$ cat config.mk
export PLATFORM = sky130hd
export DESIGN_NAME = uart_tx_frame
export DESIGN_NICKNAME = d
export VERILOG_FILES = /design/src/rtl/uart_pkg.sv /design/src/rtl/uart_baud_gen.sv /design/src/rtl/uart_tx_frame.sv
export SDC_FILE = /design/constraint.sdc
export NUM_CORES = 1
export LEC_CHECK = 0
export ABC_AREA = 1
export ABC_CLOCK_PERIOD_IN_PS = 4200
export CAP_MARGIN = 20
export CORE_MARGIN = 4
export CORE_UTILIZATION = 60
export CTS_CLUSTER_DIAMETER = 40
export DETAILED_ROUTE_END_ITERATION = 10
export MAX_ROUTING_LAYER = met4
export PLACE_DENSITY = 0.85
export SYNTH_ARGS = -nofsm -noshare
export SYNTH_HDL_FRONTEND = slang
export SYNTH_HIERARCHICAL = 1
export SYNTH_SLANG_ARGS = --single-unit
$ cat constraint.sdc
create_clock -name clk -period 4.2 [get_ports clk]
set_input_delay 0.84 -clock clk [delete_from_list [all_inputs] [get_ports clk]]
set_output_delay 0.84 -clock clk [all_outputs]
set_load 0.02 [all_outputs]
$ cat src/rtl/uart_pkg.sv
// Shared types and constants for the UART transmitter.
// Parity modes, FSM states and a parity helper.
package uart_pkg;

  typedef enum logic [1:0] {
    PARITY_NONE,
    PARITY_ODD,
    PARITY_EVEN
  } parity_t;

  typedef enum logic [2:0] {
    IDLE,
    START,
    DATA,
    PAR,
    STOP
  } tx_state_t;

  localparam int MAX_DATA_BITS = 9;
  localparam int MIN_DATA_BITS = 5;

  // Even parity is the XOR of all data bits; odd is its inverse.
  // Unused upper bits must be zero.
  function automatic logic parity_bit(
    input logic [MAX_DATA_BITS-1:0] d,
    input parity_t                  mode
  );
    return (^d) ^ (mode == PARITY_ODD);
  endfunction

endpackage

$ cat src/rtl/uart_baud_gen.sv
// Bit-period divider: counts 0..CLK_DIV-1 and ticks on the last count.
// Clear holds the count at zero so every frame starts on a fresh period.
module uart_baud_gen #(
  parameter int CLK_DIV = 16
) (
  input  logic clk,
  input  logic clear_i,
  output logic tick_o
);

  localparam int CW = (CLK_DIV > 2) ? $clog2(CLK_DIV) : 1;
  localparam logic [CW-1:0] LAST = CW'(CLK_DIV - 1);

  logic [CW-1:0] cnt_q;
  logic [CW-1:0] cnt_d;

  // Tick is not gated by clear: the FSM loads the next frame on it.
  assign tick_o = (cnt_q == LAST);

  // Next count: zero on clear or wrap, otherwise increment.
  always_comb begin
    cnt_d = cnt_q + CW'(1);
    if (clear_i || tick_o) begin
      cnt_d = '0;
    end
  end

  // Count register; clear doubles as reset.
  always_ff @(posedge clk) begin
    cnt_q <= cnt_d;
  end

endmodule

$ cat src/rtl/uart_tx_frame.sv
// Parametrised UART transmitter with a one-entry holding register.
// Start, LSB-first data, optional parity, one or two stop bits.
module uart_tx_frame
  import uart_pkg::*;
#(
  parameter int      CLK_DIV   = 16,
  parameter int      DATA_BITS = 8,
  parameter parity_t PARITY    = PARITY_NONE,
  parameter int      STOP_BITS = 1
) (
  input  logic                 clk,
  input  logic                 rst,
  input  logic [DATA_BITS-1:0] s_data,
  input  logic                 s_valid,
  output logic                 s_ready,
  output logic                 tx,
  output logic                 tx_busy,
  output logic                 tx_done
);

  if (CLK_DIV < 2 || CLK_DIV > 65535) begin : g_bad_div
    $error("uart_tx_frame: CLK_DIV out of range");
  end
  if (DATA_BITS < MIN_DATA_BITS || DATA_BITS > MAX_DATA_BITS) begin : g_bad_bits
    $error("uart_tx_frame: DATA_BITS out of range");
  end
  if (STOP_BITS != 1 && STOP_BITS != 2) begin : g_bad_stop
    $error("uart_tx_frame: STOP_BITS must be 1 or 2");
  end

  localparam logic       HAS_PAR   = (PARITY != PARITY_NONE);
  localparam logic [3:0] LAST_DATA = 4'(DATA_BITS - 1);
  localparam logic [3:0] LAST_STOP = 4'(STOP_BITS - 1);

  tx_state_t            state_q, state_d;
  logic [DATA_BITS-1:0] hold_q, hold_d;
  logic                 hold_full_q, hold_full_d;
  logic [DATA_BITS-1:0] shift_q, shift_d;
  logic                 par_q, par_d;
  logic [3:0]           bit_cnt_q, bit_cnt_d;
  logic                 tx_q, tx_d;

  logic tick;
  logic load;
  logic done;
  logic accept;
  logic clear;

  assign s_ready = !hold_full_q && !rst;
  assign accept  = s_valid && s_ready;
  assign tx      = tx_q;
  assign tx_busy = (state_q != IDLE) || hold_full_q;
  assign tx_done = done && !rst;
  assign clear   = rst || (state_q == IDLE) || load;

  uart_baud_gen #(
    .CLK_DIV(CLK_DIV)
  ) u_baud (
    .clk    (clk),
    .clear_i(clear),
    .tick_o (tick)
  );

  // Frame sequencer: next state, next line level and frame load.
  always_comb begin
    state_d   = state_q;
    shift_d   = shift_q;
    par_d     = par_q;
    bit_cnt_d = bit_cnt_q;
    tx_d      = tx_q;
    load      = 1'b0;
    done      = 1'b0;
    unique case (state_q)
      IDLE: begin
        tx_d = 1'b1;
        if (hold_full_q) begin
          load    = 1'b1;
          state_d = START;
          tx_d    = 1'b0;
        end
      end
      START: begin
        if (tick) begin
          state_d   = DATA;
          bit_cnt_d = '0;
          tx_d      = shift_q[0];
        end
      end
      DATA: begin
        if (tick) begin
          shift_d = shift_q >> 1;
          if (bit_cnt_q == LAST_DATA) begin
            bit_cnt_d = '0;
            if (HAS_PAR) begin
              state_d = PAR;
              tx_d    = par_q;
            end else begin
              state_d = STOP;
              tx_d    = 1'b1;
            end
          end else begin
            bit_cnt_d = bit_cnt_q + 4'd1;
            tx_d      = shift_q[1];
          end
        end
      end
      PAR: begin
        if (tick) begin
          state_d   = STOP;
          bit_cnt_d = '0;
          tx_d      = 1'b1;
        end
      end
      STOP: begin
        if (tick) begin
          if (bit_cnt_q == LAST_STOP) begin
            done      = 1'b1;
            bit_cnt_d = '0;
            if (hold_full_q) begin
              load    = 1'b1;
              state_d = START;
              tx_d    = 1'b0;
            end else begin
              state_d = IDLE;
              tx_d    = 1'b1;
            end
          end else begin
            bit_cnt_d = bit_cnt_q + 4'd1;
          end
        end
      end
      default: begin
        state_d = IDLE;
        tx_d    = 1'b1;
      end
    endcase
    if (load) begin
      shift_d = hold_q;
      par_d   = parity_bit(MAX_DATA_BITS'(hold_q), PARITY);
    end
  end

  // Holding register: filled on handshake, emptied on frame load.
  always_comb begin
    hold_d      = hold_q;
    hold_full_d = hold_full_q;
    if (load) begin
      hold_full_d = 1'b0;
    end
    if (accept) begin
      hold_d      = s_data;
      hold_full_d = 1'b1;
    end
  end

  // State registers with synchronous reset that aborts any frame.
  always_ff @(posedge clk) begin
    if (rst) begin
      state_q     <= IDLE;
      hold_q      <= '0;
      hold_full_q <= 1'b0;
      shift_q     <= '0;
      par_q       <= 1'b0;
      bit_cnt_q   <= '0;
      tx_q        <= 1'b1;
    end else begin
      state_q     <= state_d;
      hold_q      <= hold_d;
      hold_full_q <= hold_full_d;
      shift_q     <= shift_d;
      par_q       <= par_d;
      bit_cnt_q   <= bit_cnt_d;
      tx_q        <= tx_d;
    end
  end

endmodule

== Yosys cells after proc, flatten, opt, wreduce, memory -nomap -nowiden ==
Cells that the tools add are included.

* Multiplexer cells: 35
* Reductions and logical operators: 21
* Add/sub/neg operators: 2
* Equality and inequality tests: 14

{| class="wikitable"
|+ Operators by type and width
! cell !! count
|-
| 8-bit 2-to-1 mux || 3
|-
| 3-bit 2-to-1 mux || 7
|-
| 4-bit 2-to-1 mux || 5
|-
| 1-bit 2-to-1 mux || 16
|-
| 3-bit case mux with 5 select lines || 1
|-
| 4-bit case mux with 3 select lines || 1
|-
| 2-bit by 1-bit inequality test with 1-bit output, second input constant || 5
|-
| 4-bit by 1-bit adder with 4-bit output, second input constant || 2
|-
| 7-bit AND reduction || 1
|-
| 3-bit by 2-bit equality test with 1-bit output, second input constant || 2
|-
| 2-bit inequality test, second input constant || 3
|-
| 2-bit nonzero test || 3
|-
| 3-bit nonzero test || 2
|-
| 1-bit case mux with 5 select lines || 1
|-
| 5-bit AND reduction || 1
|-
| 4-bit by 3-bit equality test with 1-bit output, second input constant || 1
|-
| 4-bit equality test, second input constant || 1
|-
| 4-bit zero test || 1
|-
| 1-bit logical OR || 4
|-
| 4-bit AND reduction || 1
|-
| 3-bit by 1-bit equality test with 1-bit output, second input constant || 1
|-
| 3-bit equality test, second input constant || 1
|-
| 1-bit logical AND || 3
|-
| 3-bit zero test || 1
|-
| other kinds (4) || 5
|}

* Logic and storage cells: 79
* Bits in registers: 29
* Input port bits: 11
* Output and inout port bits: 4

== Depth between registers and ports, before layout ==
Gate-level depths: netlist (run 1).

* Depth in word-level cells: 6
* Gate-level depth with buffers: 10

== By module ==
Netlist (run 1), hierarchy kept.

{| class="wikitable"
|+ Modules (own cells, without submodules)
! module !! sequential area each (um2) !! instances !! area an instance (um2) !! cells each
|-
| uart_tx_frame || 500.5 || 1 || 1366.3 || 187
|-
| uart_baud_gen || 80.1 || 1 || 160.2 || 18
|}

== Worst setup path before layout (run 1) ==
No wires, ideal clock.

* Path type: in2out
* Start point: input rst
* End point: output tx_done
* Required time: 3.360 ns
* Stages: 2
* Slack: 1.787 ns
* Path buffers: 1
* Data arrival time: 1.573 ns
* Cell sequence: buf_1 -> nor3_1

* Longest elaborated chain between the ends: 2

{| class="wikitable"
|+ RTL lines
! what !! RTL line !! text
|-
| start: declaration || uart_tx_frame.sv:12 || <nowiki>input logic rst,</nowiki>
|-
| 1-bit zero test || uart_tx_frame.sv:53 || <nowiki>assign tx_done = done && !rst;</nowiki>
|-
| 1-bit logical AND || uart_tx_frame.sv:53 ||
|-
| end: declaration || uart_tx_frame.sv:18 || <nowiki>output logic tx_done</nowiki>
|}

No other way between the ends.

== Worst setup path after layout (run 1) ==
Same ends and word-level chain as after synthesis.

==> flow_metrics.env, run 1 <==
export IMPL_maxCapViolCount=0
export IMPL_rows=18
export IMPL_r2r_end="u_baud/cnt_q[3]"
export IMPL_die_area_sq_um=3420
export IMPL_dpl_worst_slack_ps=817
export IMPL_peakVddDrop_mv=0.348
export IMPL_finalHoldViolations=0
export IMPL_tightest_slew_ps=618
export IMPL_crit_required_ps=3360
export IMPL_core_area_sq_um=2450
export IMPL_pwr_share_clk=0.253
export IMPL_cts_buffer_depth=2
export IMPL_wl_per_cell_um=13.0
export IMPL_grt_busiest_layer="met2"
export IMPL_p_sw_frac=0.363
export IMPL_tns_ps=0
export IMPL_cts_repair_resize_count=0
export IMPL_powerDensity_nw_per_um2=499
export IMPL_min_to="u_baud/cnt_q[3]"
export IMPL_vias=1417
export IMPL_critPathKind="in2out"
export IMPL_met3_usage=0.0680
export IMPL_drt_initial_drc_count=41
export IMPL_slew_violations=0
export IMPL_rr_startpoint="u_baud/cnt_q[0]"
export IMPL_netlist_top_cells_area="dfxtp_1 (38%), nand3_1 (10%), nand2_1 (7.6%)"
export IMPL_skew_ps=13.1
export IMPL_grt_util_met1=0.264
export IMPL_ctsHoldBuffers=0
export IMPL_p_int_w=0.000552
export IMPL_rsz0062_at_grt="no"
export IMPL_num_fill_cells=197
export IMPL_firstDrtPassIters=4
export IMPL_met2_usage=0.343
export IMPL_synth_edff_count=0
export IMPL_status="completed"
export IMPL_path_clk_slew_ps=80
export IMPL_multi_input_area_sq_um=803
export IMPL_cts_tree="done"
export IMPL_ys_top_cells_by_count="nand2_1 (31), nand3_1 (31), dfxtp_1 (29), inv_1 (21), a21oi_1 (16)"
export IMPL_grt_pass1_wl_um=5580
export IMPL_synth_top_area_frac=0.380
export IMPL_cp_max_fo=14
export IMPL_areaGrowthSynthToFinish_pct=13.7
export IMPL_max_freq_ghz=0.295
export IMPL_grt_usage=0.220
export IMPL_combPwrFrac=0.336
export IMPL_routed_wl_um=3240
export IMPL_finish_net_count=234
export IMPL_antenna_found_initial=0
export IMPL_yosysUniqueCellTypes=29
export IMPL_grt_max_degree=17
export IMPL_die_width_um=58.4
export IMPL_cp_end_kind="output pin"
export IMPL_max_slew_margin=0.587
export IMPL_cts_buffers=5
export IMPL_htreeDepth=2
export IMPL_ant_nets=0
export IMPL_place_congestion=0.847
export IMPL_syn_cell_area_sq_um=1530
export IMPL_yosysTopAreaCell="dfxtp_1"
export IMPL_synth_cells=205
export IMPL_fin_ws_ps=815
export IMPL_min_period_ps=3390
export IMPL_finalCritPeriodShare=0.806
export IMPL_pwr_share_seq=0.411
export IMPL_synthArstFlopShare=0
export IMPL_postCtsSetupRepairBufs=0
export IMPL_drive_gt1_frac=0.145
export IMPL_final_util=0.707
export IMPL_hp_class="reg2reg"
export IMPL_synth_nets=219
export IMPL_syn_area_per_cell_sq_um=7.45
export IMPL_seq_area_sq_um=581
export IMPL_setup_viol=0
export IMPL_arrival_ps=2550
export IMPL_io_buffers=14
export IMPL_grt_pass1_vias=1275
export IMPL_clk_latency_ps=340
export IMPL_ys_ff_latch=29
export IMPL_rr_worst_depth=10
export IMPL_switching_power_w=0.000314
export IMPL_seq_area_frac_synth=0.380
export IMPL_viasPerCell=5.67
export IMPL_ys_warn_count=6
export IMPL_hpwl_um=2440
export IMPL_start_kind="input pin"
export IMPL_worst_r2r_setup_slack_ps=2330
export IMPL_cts_sinks=29
export IMPL_leakagePower_nw=0.702
export IMPL_root_buffer="clkbuf_4"
export IMPL_start_util=0.622
export IMPL_synthFlopType="dfxtp_1"
export IMPL_grt_overflow_total=0
export IMPL_min_path_cells=2
export IMPL_finalPower_w=0.000866
export IMPL_n_antenna_cell=0
export IMPL_whs_ps=477
export IMPL_min_from="u_baud/cnt_q[3]"
export IMPL_drc_errors=0
export IMPL_die_y_um=58.4
export IMPL_io_pins=15
-- flip-flops by register name, summed over array words and instances (netlist names) --
name and count:
shift_q 8, u_baud/cnt_q 4, hold_q 8, state_q 3, hold_full_q 1, bit_cnt_q 4
tx 1
-- stage by stage --
stage               instance area [sq um]  instances
floorplan                            1530        205
global placement                     1660        243
detailed placement                   1660        243
CTS                                  1740        250
global route                         1740        250
finish                               1740        250
-- cell usage in the layout, fill, tap and decap left out --
cell	Yosys	routed
nand2_4	3	3
nor3_1	2	2
bufinv_16	0	1
nand3_4	1	1
inv_1	21	21
nor2_4	1	1
nor2_2	2	2
dfxtp_1	29	29
nand4_1	8	8
nand3_2	1	1
o21bai_2	2	2
ha_1	3	3
a211oi_1	1	1
a21oi_1	16	16
nor3b_1	1	1
clkdlybuf4s50_1	0	14
clkbuf_4	0	5
nand2_2	6	6
nand2_1	31	31
a21oi_2	3	3
nor2_1	14	14
buf_4	1	1
clkinv_2	0	1
xor2_1	2	2
o21ai_0	13	13
inv_2	4	4
o2111ai_1	1	1
o21a_1	1	1
nand3_1	31	31
nor3_4	1	1
-- worst max path at each step --
stage | startpoint | end | slack, ps | cells after the start
floorplan | rst | tx_done | 1790 | 2
global placement | rst | tx_done | 890 | 3
detailed placement | rst | tx_done | 820 | 3
CTS | rst | tx_done | 820 | 3
global route | rst | tx_done | 740 | 3
finish | rst | tx_done | 810 | 3
-- power by group through the flow --
| stage | logic, W | clock network (W) | registers, W |
|---|---|---|---|
| finish | 0.000291 | 0.000219 | 0.000356 |
| global route | 0.000324 | 0.000235 | 0.000362 |
| CTS | 0.000290 | 0.000221 | 0.000355 |
| detailed placement | 0.000289 | 0 | 0.000361 |
| global placement | 0.000277 | 0 | 0.000359 |
| floorplan | 0.000229 | 0 | 0.000351 |
-- logic make-up (layout without fill, tap and decap cells) --
logic type / Yosys count / in the layout / share of synthesized area
AND/OR/NAND/NOR: 102 / 102 / 0.348
AO/OA/AOI/OAI: 37 / 37 / 0.143
buffers and inverters: 32 / 47 / 0.0934
flip-flops: 29 / 29 / 0.380
adder cells (fa/ha/maj): 3 / 3 / 0.0246
XOR/XNOR: 2 / 2 / 0.0115
-- layout make-up --
type / count / share of cell area
clock buffer: 5 / 0.0216
clock inverter: 2 / 0.0202
inverter: 25 / 0.0541
multi-input combinational: 144 / 0.463
sequential: 29 / 0.335
tap: 30 / 0.0216
timing repair buffer: 15 / 0.0851
-- routing by layer --
metal  vias up  part of all wire
met4         0             0.015
li1        711                 -
met1       649              0.44
met5         -                 0
met2        50              0.47
met3         7             0.070
-- worst max-delay path: stages --
cell and delay, ps:
clkdlybuf4s50_1 720, nor3_1 340, clkdlybuf4s50_1 640
(Power assumes the default switching activity.)
==> inputs of run 2 (changes only) <==
ABC_CLOCK_PERIOD_IN_PS = 3000   (was 4200)
CORE_UTILIZATION = 50   (was 60)
PLACE_DENSITY = 0.76   (was 0.85)
clock period = 3 ns   (was 4.2 ns; I/O delays follow)
==> run 2 against run 1 <==
  * Sequential power grew 40%
  * Count of clock-buffer cells in the layout is the same
  * Non-clock buffer count grew 1
  * Critical endpoint unchanged
  * Largest cell class unchanged
  * Largest power group unchanged
==> flow_metrics.env, run 2 (synthesis gave the netlist of run 1 again) <==
export IMPL_hp_class="reg2reg"
export IMPL_max_slew_margin=0.730
export IMPL_arrival_ps=2060
export IMPL_peakVddDrop_mv=0.399
export IMPL_fin_ws_ps=343
export IMPL_start_kind="register"
export IMPL_wl_per_cell_um=12.3
export IMPL_drive_gt1_frac=0.153
export IMPL_io_pins=15
export IMPL_crit_chain="ha_1 -> nand2_2 -> nor2_1 -> nand3_1 -> nor3_1 -> clkdlybuf4s50_1"
export IMPL_ctsHoldBuffers=0
export IMPL_maxCapViolCount=0
export IMPL_n_antenna_cell=0
export IMPL_powerDensity_nw_per_um2=699
export IMPL_grt_overflow_total=0
export IMPL_htreeDepth=2
export IMPL_worst_r2r_setup_slack_ps=1100
export IMPL_grt_pass1_vias=1253
export IMPL_drt_initial_drc_count=63
export IMPL_antenna_found_initial=0
export IMPL_hpwl_um=2310
export IMPL_cp_slowest_cell="clkdlybuf4s50_1"
export IMPL_min_period_ps=2660
export IMPL_num_fill_cells=252
export IMPL_io_buffers=14
export IMPL_die_area_sq_um=4000
export IMPL_skew_ps=16.8
export IMPL_vias=1382
export IMPL_cts_buffer_depth=2
export IMPL_status="completed"
export IMPL_tightest_slew_ps=405
export IMPL_tns_ps=0
export IMPL_crit_required_ps=2400
export IMPL_rr_startpoint="u_baud/cnt_q[0]"
export IMPL_postCtsSetupRepairBufs=0
export IMPL_cp_buffers_inverters=1
export IMPL_routed_wl_um=3100
export IMPL_path_delay_family="buffers and inverters"
export IMPL_cts_buffers=5
export IMPL_rows=19
export IMPL_slew_violations=0
export IMPL_final_util=0.621
export IMPL_leakagePower_nw=0.707
export IMPL_core_area_sq_um=2830
export IMPL_finalCritPeriodShare=0.886
export IMPL_setup_viol=0
export IMPL_ant_nets=0
export IMPL_mostFrequentLayoutCells="nand2_1 (31), nand3_1 (31), dfxtp_1 (29), inv_1 (21), a21oi_1 (16)"
export IMPL_cp_startpoint="u_baud/cnt_q[0]"
export IMPL_die_y_um=63.3
export IMPL_firstDrtPassIters=4
export IMPL_place_congestion=0.878
export IMPL_cp_max_fo=4
export IMPL_cp_end_kind="output pin"
export IMPL_start_util=0.540
export IMPL_min_from="hold_q[7]"
export IMPL_critPathKind="reg2out"
export IMPL_top_regs="hold_q: 8 flops, shift_q: 8 flops"
export IMPL_die_width_um=63.3
export IMPL_finish_net_count=235
export IMPL_viasPerCell=5.46
export IMPL_areaGrowthSynthToFinish_pct=15.0
export IMPL_root_buffer="clkbuf_4"
export IMPL_cts_sinks=29
export IMPL_finalHoldViolations=0
export IMPL_drc_errors=0
export IMPL_clk_latency_ps=350
export IMPL_grt_pass1_wl_um=5400
export IMPL_rsz0062_at_grt="no"
export IMPL_max_freq_ghz=0.376
export IMPL_critPathMaxStageDelay_ps=640
export IMPL_path_clk_slew_ps=110
export IMPL_dpl_worst_slack_ps=478
export IMPL_cts_tree="done"
export IMPL_grt_usage=0.177
export IMPL_cts_repair_resize_count=0
export IMPL_grt_max_degree=17
-- run 2: cell types whose count changed in the layout (fill, tap and decap cells not counted), sizes merged --
cell      previous run  this run
clkinvlp             0         1
buf                  1         2
-- run 2: power by group --
part | internal [W] | switching [W] | leakage, nW
clock | 0.000176 | 0.000151 | 0.0414
sequential | 0.000444 | 0.0000546 | 0.237
combinational | 0.000160 | 0.000242 | 0.428
-- run 2: worst reg2reg max path, stage by stage, from the launching register on --
cell and delay, ps:
dfxtp_1 350, ha_1 230, nand2_2 90, nor2_1 60, buf_4 190, nand3_4 170, nand2_1 110, nor2_1 210
nand2_1 100, o21bai_2 220, a21oi_1 110
-- run 2: per-layer routing --
metal,part of all wire,vias to the layer above,global-route usage
met5,0,-,-
met4,0.019,0,0.0728
met3,0.059,8,0.0639
met2,0.44,28,0.258
met1,0.48,618,0.221
li1,-,728,-
-- run 2: layout make-up --
cell class / instances / area [sq um] / area share
well taps: 31 / 38.8 / 0.0221
inverters: 25 / 93.8 / 0.0535
clock inverters: 3 / 46.3 / 0.0264
multi-input cells: 144 / 803 / 0.458
repair buffers: 16 / 155 / 0.0884
flip-flops and latches: 29 / 581 / 0.331
clock buffers: 5 / 37.5 / 0.0214
-- run 2: metrics by stage --
stage                     instances  cell area (sq um)  power [W]  hold WS, ps
after global placement          245               1670   0.000885          438
after detailed placement        245               1670   0.000908          451
final                           253               1760    0.00123          458
after floorplan                 205               1530   0.000813          430
after global routing            253               1760    0.00131          500
after CTS                       253               1760    0.00124          466
-- run 2: path summary, 6_finish.rpt --
kind	depth (start not counted)	to
max	6	tx_done
min	2	shift_q[7]
max reg2reg	10	u_baud/cnt_q[3]
min reg2reg	2	shift_q[7]
==> inputs of run 3 (changes only) <==
CORE_MARGIN = 2   (was 4)
==> run 3 against run 2 <==
  * Combinational power shrank 1%
  * Highest routed layer unchanged
  * Flip-flop and latch count unchanged
  * Count of clock-buffer cells in the layout rose by 2
  * Setup slack got worse by 89 ps
  * Cell count rose by 0.79%
  * Clock skew down 5.7 ps
  * Register-to-register slack lost 40 ps
  * Critical path type unchanged
==> flow_metrics.env, run 3 (synthesis gave the netlist of run 1 again) <==
export IMPL_drt_initial_drc_count=34
export IMPL_powerDensity_nw_per_um2=672
export IMPL_start_kind="register"
export IMPL_slew_violations=0
export IMPL_grt_overflow_total=0
export IMPL_crit_required_ps=2400
export IMPL_top_regs="hold_q: 8 flops, shift_q: 8 flops"
export IMPL_rsz0062_at_grt="no"
export IMPL_drive_gt1_frac=0.153
export IMPL_min_period_ps=2750
export IMPL_setup_viol=0
export IMPL_num_fill_cells=269
export IMPL_arrival_ps=2150
export IMPL_peakVddDrop_mv=0.340
export IMPL_die_width_um=59.3
export IMPL_cts_repair_resize_count=0
export IMPL_viasPerCell=5.32
export IMPL_max_slew_margin=0.716
export IMPL_routed_wl_um=2970
export IMPL_cp_slowest_cell="clkdlybuf4s50_1"
export IMPL_maxCapViolCount=0
export IMPL_die_y_um=59.3
export IMPL_cp_end_kind="output pin"
export IMPL_path_clk_slew_ps=100
export IMPL_path_delay_family="buffers and inverters"
export IMPL_rr_worst_depth=10
export IMPL_cts_tree="done"
export IMPL_core_area_sq_um=2980
export IMPL_hp_class="reg2reg"
export IMPL_critPathKind="reg2out"
export IMPL_root_buffer="clkbuf_4"
export IMPL_path_depth=6
export IMPL_cp_buffers_inverters=1
export IMPL_tns_ps=0
export IMPL_n_antenna_cell=0
export IMPL_clk_latency_ps=340
export IMPL_hpwl_um=2150
export IMPL_htreeDepth=2
export IMPL_rows=20
export IMPL_max_freq_ghz=0.364
export IMPL_final_util=0.586
export IMPL_wl_per_cell_um=11.6
export IMPL_postCtsSetupRepairBufs=0
export IMPL_start_util=0.513
export IMPL_firstDrtPassIters=4
export IMPL_finish_net_count=235
export IMPL_leakagePower_nw=0.707
export IMPL_min_path_cells=2
export IMPL_vias=1356
export IMPL_die_area_sq_um=3510
export IMPL_antenna_found_initial=0
export IMPL_cp_max_fo=4
export IMPL_grt_max_degree=17
export IMPL_crit_chain="ha_1 -> nand2_2 -> nor2_1 -> nand3_1 -> nor3_1 -> clkdlybuf4s50_1"
export IMPL_place_congestion=0.844
export IMPL_drc_errors=0
export IMPL_cts_buffers=5
export IMPL_finalHoldViolations=0
export IMPL_skew_ps=11.2
export IMPL_grt_pass1_wl_um=5040
export IMPL_grt_usage=0.200
export IMPL_tightest_slew_ps=425
export IMPL_ant_nets=0
export IMPL_mostFrequentLayoutCells="nand2_1 (31), nand3_1 (31), dfxtp_1 (29), inv_1 (21), a21oi_1 (16)"
export IMPL_cts_buffer_depth=2
export IMPL_critPathMaxStageDelay_ps=640
export IMPL_status="completed"
export IMPL_io_buffers=14
export IMPL_cts_sinks=29
export IMPL_finalCritPeriodShare=0.915
export IMPL_grt_pass1_vias=1144
export IMPL_io_pins=15
export IMPL_ctsHoldBuffers=0
export IMPL_areaGrowthSynthToFinish_pct=14.3
[run 3: cell types whose count changed in the layout (fill, tap and decap cells not counted)]
cell / previous run / this run
clkbuf_8: 0 / 2
clkinvlp_4: 1 / 0
bufinv_16: 1 / 0
clkinv_4: 1 / 0
clkinv_2: 0 / 1
[run 3: final timing paths]
kind,from,endpoint,slack [ps]
worst max-delay path,u_baud/cnt_q[0],tx_done,250
worst min-delay path,hold_q[3],hold_q[3],460
worst max register to register,u_baud/cnt_q[0],u_baud/cnt_q[3],1060
worst min register to register,hold_q[3],hold_q[3],460
[run 3: cell type report]
| class | instances | area [sq um] | area share |
|---|---|---|---|
| repair buffers | 16 | 155 | 0.0890 |
| clock inverters | 1 | 5.00 | 0.00287 |
| multi-input cells | 144 | 803 | 0.461 |
| clock buffers | 7 | 65.1 | 0.0373 |
| inverters | 25 | 93.8 | 0.0538 |
| well taps | 33 | 41.3 | 0.0237 |
| flip-flops and latches | 29 | 581 | 0.333 |
[run 3: routing by layer]
| metal | global-route usage | wire length (um) | up-vias |
|---|---|---|---|
| li1 | - | - | 723 |
| met1 | 0.257 | 1460 | 596 |
| met2 | 0.284 | 1320 | 29 |
| met3 | 0.0655 | 130 | 8 |
| met4 | 0.0877 | 59 | 0 |
| met5 | - | 0 | - |
[run 3: worst min-delay path, delay by kind of cell, from the launching register on]
family,cells,cell delay [ps]
AOI/OAI and AO/OA,1,50
buffers and inverters,1,60
DFF,1,310
[run 3: stage by stage]
| step | setup slack, ps | std cells | area [sq um] | total power [W] | hold slack (ps) |
|---|---|---|---|---|---|
| 2_1_floorplan | 940 | 205 | 1530 | 0.000813 | 430 |
| 3_3_place_gp | 450 | 247 | 1670 | 0.000895 | 442 |
| 3_5_place_dp | 448 | 247 | 1670 | 0.000902 | 452 |
| 4_1_cts | 207 | 255 | 1740 | 0.00118 | 466 |
| 5_1_grt | 146 | 255 | 1740 | 0.00126 | 486 |
| 6_report | 255 | 255 | 1740 | 0.00117 | 461 |
[run 3: power by group]
part           switching (W)  internal, W  total (W)
Clock               0.000141     0.000136   0.000277
Combinational       0.000237     0.000160   0.000397
Sequential         0.0000541     0.000444   0.000498
